<file path="config.mk">
export PLATFORM = sky130hd
export DESIGN_NAME = xor_stream_arbiter
export DESIGN_NICKNAME = d
export VERILOG_FILES = /design/src/rtl/xor_stream_arbiter.sv
export SDC_FILE = /design/constraint.sdc
export NUM_CORES = 1
export LEC_CHECK = 0
export CAP_MARGIN = 20
export CORE_AREA = 2 2 330 332
export CTS_CLUSTER_DIAMETER = 80
export DETAILED_ROUTE_END_ITERATION = 6
export DIE_AREA = 0 0 332 334
export SLEW_MARGIN = 20
export SYNTH_ARGS = -nofsm -noshare
export SYNTH_HDL_FRONTEND = slang
export SYNTH_SLANG_ARGS = --single-unit
</file>
<file path="constraint.sdc">
create_clock -name clk50 -period 2.81 [get_ports clk50]
set_input_delay 0.4215 -clock clk50 [delete_from_list [all_inputs] [get_ports clk50]]
set_output_delay 0.4215 -clock clk50 [all_outputs]
set_load 0.005 [all_outputs]
</file>
<file path="src/rtl/xor_stream_arbiter.sv">
// Round-robin arbiter sharing one xors_to_stream converter between two match engines.
// Registers the granted block onto the converter inputs and enforces the minimum issue spacing.
module xor_stream_arbiter #(
    parameter int BLK_W     = 16,
    parameter int BLK_H     = 16,
    parameter int ISSUE_GAP = 256,
    parameter int CNT_W     = 16
) (
    input  logic                   clk50,
    input  logic                   reset,
    input  logic [BLK_H*BLK_W-1:0] req0_xors,
    input  logic [7:0]             req0_conf,
    input  logic [7:0]             req0_coords,
    input  logic                   req0_valid,
    output logic                   req0_ready,
    input  logic [BLK_H*BLK_W-1:0] req1_xors,
    input  logic [7:0]             req1_conf,
    input  logic [7:0]             req1_coords,
    input  logic                   req1_valid,
    output logic                   req1_ready,
    input  logic                   fifo_almost_full,
    output logic [BLK_H*BLK_W-1:0] xors_out,
    output logic [7:0]             conf_out,
    output logic [7:0]             coords_out,
    output logic                   xors_valid,
    output logic                   src_id,
    output logic [CNT_W-1:0]       issue_count,
    output logic                   busy
);
    localparam int GAP_W = (ISSUE_GAP > 2) ? $clog2(ISSUE_GAP - 1) : 1;
    localparam logic [GAP_W-1:0] GAP_LOAD = GAP_W'(ISSUE_GAP - 2);

    localparam logic [0:0] ST_IDLE = 1'b0;
    localparam logic [0:0] ST_BUSY = 1'b1;

    logic [0:0]       state;
    logic [GAP_W-1:0] gap_cnt;
    logic             last_grant;
    logic             eligible;
    logic             grant0;
    logic             grant1;
    logic             accept;

    // Readies are gated by reset so nothing is handed over while reset is held.
    always_comb begin
        eligible = reset && (state == ST_IDLE) && !fifo_almost_full;
        grant0   = eligible && req0_valid && (!req1_valid || last_grant);
        grant1   = eligible && req1_valid && (!req0_valid || !last_grant);
        accept   = grant0 || grant1;
    end

    assign req0_ready = grant0;
    assign req1_ready = grant1;
    assign busy       = (state == ST_BUSY);

    always_ff @(posedge clk50) begin
        if (!reset) begin
            state       <= ST_IDLE;
            gap_cnt     <= '0;
            last_grant  <= 1'b1;
            xors_out    <= '0;
            conf_out    <= '0;
            coords_out  <= '0;
            src_id      <= 1'b0;
            issue_count <= '0;
            xors_valid  <= 1'b0;
        end else begin
            xors_valid <= accept;
            case (state)
                ST_IDLE: begin
                    if (accept) begin
                        xors_out    <= grant1 ? req1_xors   : req0_xors;
                        conf_out    <= grant1 ? req1_conf   : req0_conf;
                        coords_out  <= grant1 ? req1_coords : req0_coords;
                        src_id      <= grant1;
                        last_grant  <= grant1;
                        issue_count <= issue_count + CNT_W'(1);
                        gap_cnt     <= GAP_LOAD;
                        state       <= ST_BUSY;
                    end
                end
                ST_BUSY: begin
                    if (gap_cnt == '0) begin
                        state <= ST_IDLE;
                    end else begin
                        gap_cnt <= gap_cnt - GAP_W'(1);
                    end
                end
                default: state <= ST_IDLE;
            endcase
        end
    end
endmodule
</file>
Word-level counts from Yosys, hierarchy flattened
Cells that the tools add are included.

$add $sub $neg: 2. Equal/unequal tests: 2. Multiplexer cells: 9. Bitwise logic cells: 1. Reductions and logical operators: 16.

Operator list (count): 2-to-1 mux 256 bit (1); 2-to-1 mux 8 bit (4); adder 16 x 1 -> 16 bit (second input constant) (1); one-hot mux 8 bit (2 select lines) (1); zero test 8 bit (1); subtractor 8 x 1 -> 8 bit (second input constant) (1); logical AND 1 bit (6); zero test 1 bit (4); != test 2 bit (second input constant) (2); AND reduction 2 bit (2); logical OR 1 bit (3); 2-to-1 mux 1 bit (2); one-hot mux 1 bit (2 select lines) (1); inverter 1 bit (1).

Register bits: 300. Input bits: 549.

Logic depth before layout (Yosys ltp)
Gate-level depths: netlist of run 1.

Depth in word-level cells: 8. Mapped depth: 8. Mapped depth without buffers: 6.

Worst setup path before layout of run 1
OpenSTA, ideal clock, no wires.

Path kind: register -> register. From: register state (netlist: busy). To: register issue_count[15]. Library setup time: 0.070 ns. Arrival time: 2.003 ns. Data required time: 2.740 ns. Path slack: 0.736 ns. Cell stages (with the launch flop): 7. Clock period less this slack: 2.074 ns. Cells stage by stage: dfxtp_1 -> buf_6 -> or3b_4 -> or4_1 -> buf_2 -> or4_1 -> a21oi_1.

Cells in the longest elaborated chain, start to end: 7.

RTL lines: start, declared (line 36) `logic [0:0] state;`; start signal, assigned (line 58) `state <= ST_IDLE;`; start signal, assigned (line 79) `state <= ST_BUSY;`; start signal, assigned (line 84) `state <= ST_IDLE;`; inverter 1 bit (no source line) (*); logical AND 1 bit (2 in series) (line 46) `eligible = reset && (state == ST_IDLE) && !fifo_almost_full;`; logical AND 1 bit (on tied branches) (2 in series) (line 47, 48); logical OR 1 bit (line 49) `accept = grant0 || grant1;`; AND reduction 2 bit (no source line) (*); end signal, assigned (line 77) `issue_count <= issue_count + CNT_W'(1);`; end, declared (line 27) `output logic [CNT_W-1:0] issue_count,`.

Mark *: on every way between the ends. The rest lies on a longest branch, timed or not. A chain may end at the register's enable or synchronous reset.

Worst setup path after layout of run 1
From: input port fifo_almost_full. To: output port req0_ready.

Cells in the longest elaborated chain, start to end: 4.

RTL lines: start, declared (line 21) `input logic fifo_almost_full,`; zero test 1 bit (line 46); logical AND 1 bit (line 46); logical AND 1 bit (2 in series) (line 47) `grant0 = eligible && req0_valid && (!req1_valid || last_grant);`; end, declared (line 15) `output logic req0_ready,`.

No other way between the ends.

==> qor.yml, run 1 <==
ios: 842
path_class: "in2out"
crit_path_end_kind: "primary output"
crit_path_frequent_cell: "clkdlybuf4s50_1"
synthDistinctLibCells: 38
setup_ws_ns: 0.140
violations: "design-rule violations"
worst_pin_slew_ns: 0.758
ys_seq_elements: 300
cts_tree: "built"
power_density_mw_per_mm2: 507
cts.clk_slew.worst_paths_ns: 0.06
finalClockSkew_ns: 0.0172
final.min_clock_period_ns: 2.67
track_usage: 0.126
async_flop_share: 0
rsz0062_at_grt: "false"
cts_buffers: 40
finalWirelength_microns: 73600
h-tree-depth: 2
whs_ns: 0.401
rr_startpoint: "busy"
final.setup.tns_ns: 0
drive_above_1_share: 0.0521
hp-class: "in2reg"
syn_avg_cell_area_sq_um: 7.48
wl_per_cell_microns: 18.9
via_per_inst: 3.94
post_cts_resized: 0
leakage_nw: 7.98
vias: 15300
final_area_sq_mm: 0.0240
synthCells: 1668
synth_edf_count: 0
final_cells: 3895
hold_viol: 0
place_ws_ns: 0.117
cp-start-kind: "input pin"
synth.cell_area_sq_mm: 0.0125
rows: 121
arrival_ns: 2.25
cts.sinks: 300
die_w_microns: 332
max_stage_delay_ns: 0.54
die_area_sq_mm: 0.111
drc: 3
post-place-cells: 3826
timing.final.crit_share: 0.950
vdd_drop_max_uv: 313
start_util: 0.116
place_area_sq_mm: 0.0227
ys.flop_type: "dfxtp_1"
nets: 3006
slowest_stage: "clkdlybuf4s50_1"
min_from: "reset"
fp.dieH_microns: 334
final_max_slew_viol_count: 0
grt_pass1_vias: 14600
cp_top_family: "buffers and inverters"
relSlewSlack: 0.495
power.total_mw: 12.2
achievable-frequency_mhz: 375
port_buffers: 841
status: "complete, but fails checks"
postLayoutCoreUtil: 0.223
antenna_found_initial: 7
ant_nets: 0
cts.path.max_buffers: 3
setup_violations: 0
path_cells: "clkdlybuf4s50_1, nor3b_1, buf_12, nand3_4, inv_8, clkdlybuf4s50_1"
max-cap-violations: 0
firstDrtPassIters: 7
ys_seq_area_frac: 0.481
place_hpwl_microns: 57400
grt_pass1_wl_microns: 104000
hold_buffers: 0
worstPathMaxFanout: 6
drtIter0Drc: 862
final_cell_mix: "clkdlybuf4s50_1, nand2_1, dfxtp_1"
area_growth_pct: 92.3
startpoint: "fifo_almost_full"
grt_max_degree: 154
postSynthNetCount: 2220
place_congestion: 0.849
post_cts.repair.setup_buffers: 0
required_ns: 2.39
ys_warn_count: 0
path_buf_inv: 4
overflow: 0
final_common_cell: "clkdlybuf4s50_1"
core_area_sq_mm: 0.108
insertion_delay_ns: 0.57
clockRootBuffer: "clkbuf_16"
worst paths after layout:
path / endpoint / slack, ns / cells after the start
worst min register to register: xors_out[63] / 0.47 / 2
worst min-delay path: last_grant / 0.40 / 3
worst max register to register: xors_out[35] / 0.70 / 8
worst max-delay path: req0_ready / 0.14 / 6
flip-flops by register name, summed over array words and instances, names as in the netlist:
signal and count:
conf_out 8, src_id 1, xors_valid 1, xors_out 256, last_grant 1, coords_out 8
issue_count 16, gap_cnt 8, busy 1
power by group:
part | internal, mW | switching (mW)
Clock | 3.00 | 2.10
Combinational | 1.38 | 0.951
Sequential | 4.53 | 0.193
worst register-to-register path, stage by stage, from the launching register on:
cell and delay [ns]:
dfxtp_1 0.34, nor3b_1 0.36, buf_12 0.17, nand3_4 0.11
inv_8 0.12, buf_12 0.22, buf_4 0.46, nand2_1 0.07
a31oi_1 0.17
final cells by class:
type	count	area [sq um]
sequential	300	6010
antenna	3	7.51
inverter	10	45.0
timing repair buffer	902	9070
clock buffer	52	1130
tap	1414	1770
multi-input combinational	1200	5830
fill	11900	83800
clock inverter	14	138
Yosys cell counts (5+ instances only):
cell type,n,area (sq um)
clkbuf_1,134,503
nand3_1,28,140
nor2_1,31,116
nor3_1,5,25.0
or3_1,8,50.1
a21oi_1,12,60.1
buf_2,22,110
nand4_1,5,31.3
o21ai_0,263,1320
nand2_1,533,2000
dfxtp_1,300,6010
inv_1,10,37.5
a31oi_1,274,1710
cells by family after synthesis:
family | after synthesis | synth area share
AOI/OAI and AO/OA | 564 | 0.258
xor gates and xnor gates | 7 | 0.00492
adders and majority gates | 3 | 0.00301
buffers and inverters | 168 | 0.0534
DFF | 300 | 0.481
muxes | 1 | 0.000803
and+or+nand+nor | 625 | 0.198
per-layer routing:
metal,share of wire,vias to the layer above,global-route usage
met5,0.00049,-,0
met4,0.028,6,0.0372
met3,0.091,84,0.0410
met2,0.44,712,0.198
met1,0.44,7131,0.164
li1,-,7397,-
(Power assumes the default switching activity.)
==> inputs of run 2 (changes only) <==
--- a/config.mk
+++ b/config.mk
@@ -10,6 +10,7 @@
 export CTS_CLUSTER_DIAMETER = 80
 export DETAILED_ROUTE_END_ITERATION = 6
 export DIE_AREA = 0 0 332 334
+export PLACE_DENSITY_LB_ADDON = 0.25
 export SLEW_MARGIN = 20
 export SYNTH_ARGS = -nofsm -noshare
 export SYNTH_HDL_FRONTEND = slang
==> run 2 against run 1 <==
  * The flow now finishes without violations
  * Sequential share of layout area barely moved
  * Clock skew increased by 0.00075 ns
  * Clock-buffer cell count grew 13
  * Via count down 2.6%
  * Combinational power decreased by 4%
  * Core utilization barely moved
  * Worst setup slack better by 0.065 ns
  * Critical path type is now reg2out
  * Highest routed layer unchanged
==> qor.yml, run 2 (synthesis gave the netlist of run 1 again) <==
hold_buffers: 0  # unchanged
final_cell_mix: "clkdlybuf4s50_1, nand2_1, dfxtp_1"
core_area_sq_mm: 0.108  # unchanged
antenna_found_initial: 4  # -3
cp_top_family: "buffers and inverters"
path_buf_inv: 3  # -1
rows: 121  # unchanged
cts_tree: "built"
wl_per_cell_microns: 17.8  # -5.6%
rrSetupSlack_ns: 0.69  # about the same
required_ns: 2.39  # about the same
ios: 842  # unchanged
power.total_mw: 12.3  # +1.0%
cts.sinks: 300  # unchanged
fp.dieH_microns: 334  # unchanged
p_seq_frac: 0.382  # -0.007
grt_max_degree: 141  # -8.4%
relSlewSlack: 0.409  # -0.0858
grt_pass1_vias: 14800  # +1.7%
start_util: 0.116  # unchanged
power_density_mw_per_mm2: 512  # +1.1%
vias: 14900  # -2.6%
finalWirelength_microns: 69300  # -5.9%
whs_ns: 0.170  # -0.231 ns
switchingPower_mw: 3.19  # -1.6%
clockPowerShare: 0.436  # +0.017
post-place-cells: 3811  # -0.39%
drive_above_1_share: 0.0449  # -0.00712
status: "finished clean"
min_path_cells: 3  # unchanged
hold_viol: 0  # unchanged
achievable-frequency_mhz: 384  # +2.5%
area_growth_pct: 92.1
final_cells: 3885  # -0.26%
via_per_inst: 3.84  # -2.3%
overflow: 0  # unchanged
path_class: "reg2out"
setup_ws_ns: 0.205  # +0.0650 ns
rr_startpoint: "busy"
cts.path.max_buffers: 3  # unchanged
reg2reg_to: "issue_count[9]"
min_from: "reset"
post_cts_resized: 0  # unchanged
max-cap-violations: 0  # unchanged
place_congestion: 0.771  # -9.3%
p_int_mw: 9.08  # +2.0%
finalClockSkew_ns: 0.0179  # +0.000751 ns
regMostFlops: "xors_out"
cts_buffers: 43  # +7.5%
leakage_nw: 7.94  # -0.44%
drtIter0Drc: 673  # -22%
h-tree-depth: 2  # unchanged
post_cts.repair.setup_buffers: 0  # unchanged
hp-class: "in2reg"
switching_share: 0.260  # -0.00692
insertion_delay_ns: 0.58  # about the same
firstDrtPassIters: 5  # -2
track_usage: 0.118  # -0.00772
slowest_stage: "clkdlybuf4s50_1"
worstPathMaxFanout: 6  # unchanged
power_frac_comb: 0.182  # -0.010
final_common_cell: "clkdlybuf4s50_1"
port_buffers: 841  # unchanged
setup_violations: 0  # unchanged
arrival_ns: 2.18  # -0.07 ns
worst_pin_slew_ns: 0.887  # +0.129 ns
die_w_microns: 332  # unchanged
place_hpwl_microns: 51500  # -10%
place_ws_ns: 0.155  # +0.0383 ns
timing.final.crit_share: 0.927  # -0.0231
rsz0062_at_grt: "false"
ant_nets: 0  # unchanged
vdd_drop_max_uv: 333  # +6.3%
final_max_slew_viol_count: 0  # unchanged
reg.largest.list: "xors_out (256), issue_count (16)"
max_stage_delay_ns: 0.55  # about the same
crit_path_end_kind: "primary output"
clockRootBuffer: "clkbuf_16"
worstRegToRegCells: 5  # -3
largest_reg_flops: 256  # unchanged
grt_pass1_wl_microns: 99700  # -4.1%
cp-start-kind: "flip-flop"
final.min_clock_period_ns: 2.61  # -0.0650 ns
holdPathEnd: "xors_out[147]"
drc: 0  # -3
path_cells: "nor3b_1, buf_4, nand3_4, inv_8, clkdlybuf4s50_1"
cts.clk_slew.worst_paths_ns: 0.06  # about the same
nets: 2994  # -0.40%
final.setup.tns_ns: 0  # unchanged
die_area_sq_mm: 0.111  # unchanged
run 2: cell types whose count changed in the layout (fill, tap and decap cells not counted):
cell,delta
clkbuf_16,+2
diode_2,-2
inv_6,+1
clkinv_2,-3
clkinvlp_4,-4
clkbuf_1,+10
buf_6,+1
buf_4,-17
buf_12,+2
run 2: worst max-delay path by stage:
stage	start	cells after the start	to
global route	busy	5	req0_ready
floorplan	busy	6	issue_count[15]
CTS	busy	5	req0_ready
detailed placement	fifo_almost_full	6	issue_count[9]
finish	busy	5	req0_ready
global placement	fifo_almost_full	7	issue_count[9]
run 2: layout make-up:
type	count	area, sq um
Fill cell	12000	83800
Timing Repair Buffer	887	8980
Sequential cell	300	6010
Multi-Input combinational cell	1200	5830
Tap cell	1414	1770
Clock buffer	65	1230
Clock inverter	8	101
Inverter	10	45.0
Antenna cell	1	2.50
run 2: metal layers:
layer  GRT usage  wire, microns  vias up
li1            -              -     7375
met1       0.136          28200     6897
met2       0.201          33000      568
met3      0.0470           6270       86
met4      0.0361           1770        6
met5           0             41        -
run 2: power by group through the flow:
stage          logic [mW]  clock network [mW]  registers (mW)
2_1_floorplan       0.615                   0            4.78
3_3_place_gp         2.27                   0            4.78
3_5_place_dp         2.26                   0            4.78
4_1_cts              2.27                5.63            4.69
5_1_grt              2.43                5.73            4.73
6_report             2.24                5.35            4.69
run 2: stage by stage:
step | util | instance area (sq um)
floorplan | - | 12500
global placement | 0.210 | 22600
detailed placement | 0.210 | 22600
CTS | 0.222 | 24000
global route | 0.222 | 24000
finish | 0.222 | 24000
run 2: tightest hold or removal path: cells and delay by family:
kind	cells	cell delay, ns
buffers and inverters	1	0.15
AO/OA/AOI/OAI	2	0.12
